**src/rtl/reg_dump_if.sv**
```systemverilog
// Command, register-file read port and byte-stream signals of the register dump sequencer.
// master = the sequencer, slave = its environment (command source, register file, consumer).
interface reg_dump_if #(parameter int pw = 4);
   logic          start;
   logic [pw-1:0] base_addr;
   logic [pw:0]   count;
   logic [pw-1:0] rd_addr;
   logic [7:0]    rd_data;
   logic [7:0]    out_data;
   logic [pw-1:0] out_addr;
   logic          out_valid;
   logic          out_ready;
   logic          busy;
   logic          done;
   logic [7:0]    checksum;

   modport master (
      input  start, base_addr, count, rd_data, out_ready,
      output rd_addr, out_data, out_addr, out_valid, busy, done, checksum
   );
   modport slave (
      output start, base_addr, count, rd_data, out_ready,
      input  rd_addr, out_data, out_addr, out_valid, busy, done, checksum
   );
endinterface

```
**src/rtl/reg_dump.sv**
```systemverilog
// Sweeps a contiguous (wrapping) register range through one read port and streams the
// bytes over valid/ready, keeping a running XOR checksum and pulsing done at the end.
module reg_dump #(
   parameter int pw = 4
) (
   input  logic         clk,
   input  logic         reset,
   reg_dump_if.master   bus
);
   typedef enum logic [1:0] {IDLE, FETCH, SEND, FIN} state_t;

   localparam logic [pw:0]   REM_ONE  = (pw+1)'(1);
   localparam logic [pw-1:0] ADDR_ONE = pw'(1);

   state_t        state_q;
   logic [pw-1:0] cur_addr_q;
   logic [pw:0]   remaining_q;
   logic [7:0]    out_data_q;
   logic [pw-1:0] out_addr_q;
   logic          out_valid_q;
   logic          busy_q;
   logic          done_q;
   logic [7:0]    checksum_q;

   // Every output is a flop, so out_ready never reaches out_valid combinationally.
   always_ff @(posedge clk) begin
      if (reset) begin
         state_q     <= IDLE;
         cur_addr_q  <= '0;
         remaining_q <= '0;
         out_data_q  <= '0;
         out_addr_q  <= '0;
         out_valid_q <= 1'b0;
         busy_q      <= 1'b0;
         done_q      <= 1'b0;
         checksum_q  <= '0;
      end else begin
         case (state_q)
            IDLE: begin
               if (bus.start) begin
                  cur_addr_q  <= bus.base_addr;
                  remaining_q <= bus.count;
                  checksum_q  <= '0;
                  busy_q      <= 1'b1;
                  if (bus.count != '0) begin
                     state_q <= FETCH;
                  end else begin
                     state_q <= FIN;
                     done_q  <= 1'b1;
                  end
               end
            end
            FETCH: begin
               // rd_data is sampled before this edge, so a same-cycle write is not seen.
               out_data_q  <= bus.rd_data;
               out_addr_q  <= cur_addr_q;
               out_valid_q <= 1'b1;
               state_q     <= SEND;
            end
            SEND: begin
               if (bus.out_ready) begin
                  checksum_q  <= checksum_q ^ out_data_q;
                  remaining_q <= remaining_q - REM_ONE;
                  out_valid_q <= 1'b0;
                  if (remaining_q == REM_ONE) begin
                     state_q <= FIN;
                     done_q  <= 1'b1;
                  end else begin
                     cur_addr_q <= cur_addr_q + ADDR_ONE;
                     state_q    <= FETCH;
                  end
               end
            end
            FIN: begin
               done_q  <= 1'b0;
               busy_q  <= 1'b0;
               state_q <= IDLE;
            end
            default: state_q <= IDLE;
         endcase
      end
   end

   assign bus.rd_addr   = cur_addr_q;
   assign bus.out_data  = out_data_q;
   assign bus.out_addr  = out_addr_q;
   assign bus.out_valid = out_valid_q;
   assign bus.busy      = busy_q;
   assign bus.done      = done_q;
   assign bus.checksum  = checksum_q;
endmodule

```
**src/flat_wrapper.sv**
```systemverilog
// flat-port wrapper written by rule: the top's interface ports become plain ports
module reg_dump_flat 
#(
   parameter int pw = 4
)
  (clk, reset, bus_start, bus_base_addr, bus_count, bus_rd_data, bus_out_ready, bus_rd_addr, bus_out_data, bus_out_addr, bus_out_valid, bus_busy, bus_done, bus_checksum);
  reg_dump_if #(.pw(pw)) bus_i ();
  input  logic clk;
  input  logic reset;
  input wire logic [$bits(bus_i.start)-1:0] bus_start;
  input wire logic [$bits(bus_i.base_addr)-1:0] bus_base_addr;
  input wire logic [$bits(bus_i.count)-1:0] bus_count;
  input wire logic [$bits(bus_i.rd_data)-1:0] bus_rd_data;
  input wire logic [$bits(bus_i.out_ready)-1:0] bus_out_ready;
  output wire logic [$bits(bus_i.rd_addr)-1:0] bus_rd_addr;
  output wire logic [$bits(bus_i.out_data)-1:0] bus_out_data;
  output wire logic [$bits(bus_i.out_addr)-1:0] bus_out_addr;
  output wire logic [$bits(bus_i.out_valid)-1:0] bus_out_valid;
  output wire logic [$bits(bus_i.busy)-1:0] bus_busy;
  output wire logic [$bits(bus_i.done)-1:0] bus_done;
  output wire logic [$bits(bus_i.checksum)-1:0] bus_checksum;
  assign bus_i.start = bus_start;
  assign bus_i.base_addr = bus_base_addr;
  assign bus_i.count = bus_count;
  assign bus_i.rd_data = bus_rd_data;
  assign bus_i.out_ready = bus_out_ready;
  assign bus_rd_addr = bus_i.rd_addr;
  assign bus_out_data = bus_i.out_data;
  assign bus_out_addr = bus_i.out_addr;
  assign bus_out_valid = bus_i.out_valid;
  assign bus_busy = bus_i.busy;
  assign bus_done = bus_i.done;
  assign bus_checksum = bus_i.checksum;
  reg_dump #(.pw(pw)) u_core (.clk(clk), .reset(reset), .bus(bus_i));
endmodule
```
**config.mk**
```make
export PLATFORM = sky130hd
export DESIGN_NAME = reg_dump_flat
export DESIGN_NICKNAME = d
export VERILOG_FILES = /design/src/rtl/reg_dump_if.sv /design/src/rtl/reg_dump.sv /design/src/flat_wrapper.sv
export SDC_FILE = /design/constraint.sdc
export NUM_CORES = 1
export LEC_CHECK = 0
export ABC_CLOCK_PERIOD_IN_PS = 1500
export BUFFER_PORTS_ARGS = -buffer_cell sky130_fd_sc_hd__buf_2
export CAP_MARGIN = 10
export CORE_MARGIN = 10
export CORE_UTILIZATION = 45
export CTS_CLUSTER_DIAMETER = 150
export DETAILED_ROUTE_END_ITERATION = 10
export GPL_TIMING_DRIVEN = 1
export HOLD_SLACK_MARGIN = 0.03
export PLACE_DENSITY = 0.85
export SKIP_LAST_GASP = 1
export SYNTH_ARGS = -nofsm -noshare
export SYNTH_HDL_FRONTEND = slang
export SYNTH_SLANG_ARGS = --single-unit
```
**constraint.sdc**
```tcl
create_clock -name clk -period 1.5 [get_ports clk]
set_input_delay 0.15 -clock clk [delete_from_list [all_inputs] [get_ports clk]]
set_output_delay 0.15 -clock clk [all_outputs]
set_load 0.03 [all_outputs]
```
==> results.py <==
metrics = {
    "outcome": {
        "run_status": "complete, but fails checks",
        "violations_in_the_final_reports": "setup timing",
    },
    "power": {
        "powerDensity_nw_per_um2": 1030,
        "total_power_mw": 2.19,
        "leakagePower_nw": 0.918,
        "worst_ir_drop_vdd_uv": 529,
    },
    "timing": {
        "rsz0062_at_grt": "yes",
        "timing.max_slew.rel_slack_pct": 74.5,
        "finalSetupTns_ns": -0.0275,
        "postLayoutSetupSlackWorst_ns": -0.0275,
        "achievable-frequency_mhz": 655,
        "final_report_max_slew_violation_count": 0,
        "whs_ns": 0.0438,
        "timing_hold_violations_final": 0,
        "worst_pin_slew_ns": 0.381,
        "min_period_ns": 1.53,
        "setup-violations-final": 1,
        "final_min_period_over_clock_period_pct": 102,
        "final.setup_skew_ns": 0.00391,
    },
    "placed_design": {
        "hpwlAfterDp_um": 3130,
        "numPortBuffers": 47,
        "place.gp.congestion": 0.835,
        "dp_slack_ns": -0.0838,
        "placedCellCount": 286,
        "placedInstanceArea_sq_um": 1940,
    },
    "drt": {
        "antenna_left": 0,
        "drt_iter0_drc": 86,
        "dr_wl_met2_um": 2050,
        "totalWireLength_um": 4320,
        "drcViolationCount": 0,
        "routed-via-count": 1530,
        "routed_wire_length_per_instance_um": 14.4,
        "m1WireLength_um": 1850,
        "met3WireLength_um": 342,
        "maxUsedRoutingLayer": "met4",
        "drt-vias-per-instance": 5.12,
        "firstDrtPassIters": 4,
    },
    "yosys": {
        "syn-mean-instance-area_sq_um": 8.47,
        "synthCells": 188,
        "synth.ff_latch_count": 34,
        "netlist.area_leader.share_pct": 42.7,
        "synth_async_sr_flop_share_pct": 0,
        "synth.area.top_cells": "sky130_fd_sc_hd__dfxtp_1 43%, sky130_fd_sc_hd__nand2_1 7.8%, sky130_fd_sc_hd__a21oi_1 6.6%",
        "yosysSeqAreaShare_pct": 42.7,
        "synth-edff-count": 0,
        "postSynth.topFlopCell": "sky130_fd_sc_hd__dfxtp_1",
        "yosys.area.top_type": "sky130_fd_sc_hd__dfxtp_1",
        "synth.net_count": 212,
        "netlist_top_cells_count": "34 x sky130_fd_sc_hd__dfxtp_1, 33 x sky130_fd_sc_hd__nand2_1, 21 x sky130_fd_sc_hd__a21oi_1, 20 x sky130_fd_sc_hd__nor2_1",
        "synth_cell_type_count": 40,
        "ys_warn_count": 0,
        "post_syn_area_sq_um": 1590,
        "yosys.cell_count.top_type": "sky130_fd_sc_hd__dfxtp_1",
    },
    "setup_path": {
        "timing.critical_path.from_type": "register",
        "crit_path_end_kind": "register",
        "r2r_setup_slack_ns": -0.03,
        "crit-reg2reg-launch": "u_core.remaining_q[1]",
        "worst-endpoint-arrival_ns": 1.78,
        "wp_data_required_ns": 1.75,
        "reg2reg_capture_point": "u_core.bus.rd_addr[0]",
        "worst-setup-path-type": "reg2reg",
        "cp_max_fo": 5,
        "worstRegToRegCells": 7,
    },
    "clock_network": {
        "cts_max_level": 2,
        "cts_tree": "built",
        "clkLatencyLatePin_ns": 0.33,
        "numCtsBuffers": 5,
        "clock_tree.buffer_depth": 2,
        "tritoncts_num_sinks": 34,
        "clk_pin_slew_ns": 0.10,
        "ctsRootBufferMaster": "sky130_fd_sc_hd__clkbuf_4",
    },
    "min_path": {
        "min_path_type": "in2reg",
        "holdPathEnd": "u_core.bus.out_data[0]",
        "hold_depth": 3,
        "hold_path_startpoint": "bus_rd_data[0]",
    },
    "floorplanning": {
        "die_h_um": 79.5,
        "core_area_sq_um": 3390,
        "floorplan.io_pins": 48,
        "die-width_um": 79.5,
        "floorplan.die_area_sq_um": 6320,
        "start_util_pct": 47.0,
        "rows": 21,
    },
    "layout": {
        "diodes": 0,
        "final_util_pct": 62.8,
        "final_cell_area_sq_um": 2130,
        "share_of_layout_cells_above_drive_strength_1_pct": 36.0,
        "fillCellCount": 285,
        "finish.net_count": 277,
        "final-instance-count-excl-fill": 299,
        "areaGrowthSynthToFinish_pct": 33.5,
    },
    "global_routing": {
        "number_of_global_route_vias_before_repair": 1542,
        "grt.total_usage_pct": 13.4,
        "grt_max_degree": 15,
        "grt-ovfl-total": 0,
        "grt_first_pass_wirelength_um": 6940,
        "antenna_violations_before_repair": 0,
    },
    "flow_run": {
        "cap_viol_max_count": 0,
    },
}
[worst max path at each step]
stage,from,endpoint,cells after the start
finish,u_core.remaining_q[1],u_core.bus.rd_addr[0],7
global route,u_core.remaining_q[1],u_core.bus.rd_addr[0],7
CTS,u_core.remaining_q[1],u_core.bus.rd_addr[3],7
detailed placement,u_core.remaining_q[1],u_core.bus.rd_addr[2],6
global placement,bus_count[4],u_core.bus.done,4
floorplan,u_core.state_q[1],u_core.bus.rd_addr[2],6
[final cells by class]
type / count / area, sq um / share of cell area [%]
clock inverter: 1 / 30.0 / 1.41
clock buffer: 6 / 51.3 / 2.41
multi-input combinational: 136 / 863 / 40.6
tap: 46 / 57.6 / 2.71
timing repair buffer: 70 / 418 / 19.6
sequential: 34 / 684 / 32.2
inverter: 6 / 22.5 / 1.06
[power by group]
part / switching, mW / internal, mW / total, mW / leakage [nW]
Clock: 0.304 / 0.388 / 0.691 / 0.0443
Combinational: 0.278 / 0.212 / 0.490 / 0.595
Sequential: 0.0543 / 0.957 / 1.01 / 0.279
Total: 0.636 / 1.56 / 2.19 / 0.918
[cell families (layout without fill, tap and decap cells)]
group / count (synthesis) / after routing / share of synthesized area [%]
buffers and inverters: 18 / 83 / 5.73
adder cells (fa/ha/maj): 3 / 3 / 2.36
AND/OR/NAND/NOR: 81 / 81 / 25.3
flip-flops: 34 / 34 / 42.7
AO/OA/AOI/OAI: 41 / 41 / 17.6
multiplexers: 2 / 2 / 1.34
XOR/XNOR: 9 / 9 / 4.95
[flip-flops by register name (all words and copies together) (netlist names)]
signal                flops
u_core.bus.busy           1
u_core.bus.checksum       8
u_core.bus.done           1
u_core.bus.out_addr       4
u_core.bus.out_data       8
u_core.bus.out_valid      1
u_core.bus.rd_addr        4
u_core.remaining_q        5
u_core.state_q            2
[per-layer routing]
| layer | track usage (%) | up-vias |
|---|---|---|
| li1 | - | 763 |
| met1 | 14.6 | 718 |
| met2 | 22.0 | 42 |
| met3 | 6.19 | 7 |
| met4 | 5.20 | 0 |
| met5 | 0 | - |
[timing repair]
action,in CTS,in global routing
resized for setup,8,5
buffers inserted,3,2
endpoints found under the setup margin,4,18
pin swaps,1,5
hold buffers,0,1
endpoints found under the hold margin,0,1
[placed cells by master (no fill, tap or decap), types with 5 or more instances in the layout]
cell	netlist	layout
sky130_fd_sc_hd__buf_2	1	47
sky130_fd_sc_hd__nand2_1	33	33
sky130_fd_sc_hd__dfxtp_1	34	31
sky130_fd_sc_hd__a21oi_1	21	21
sky130_fd_sc_hd__nor2_1	20	20
sky130_fd_sc_hd__buf_4	3	20
sky130_fd_sc_hd__nor3b_1	8	8
sky130_fd_sc_hd__xnor2_1	8	8
sky130_fd_sc_hd__inv_1	6	5
sky130_fd_sc_hd__nand2b_1	6	5
sky130_fd_sc_hd__clkbuf_4	1	5
[worst max-delay path: stages (launching register included)]
cell and delay, ns:
sky130_fd_sc_hd__dfxtp_2 0.34, sky130_fd_sc_hd__inv_2 0.08, sky130_fd_sc_hd__ha_4 0.13, sky130_fd_sc_hd__nor4b_4 0.26
sky130_fd_sc_hd__a211oi_4 0.12, sky130_fd_sc_hd__buf_6 0.15, sky130_fd_sc_hd__buf_6 0.11, sky130_fd_sc_hd__a311oi_2 0.26
(Power assumes the default switching activity.)
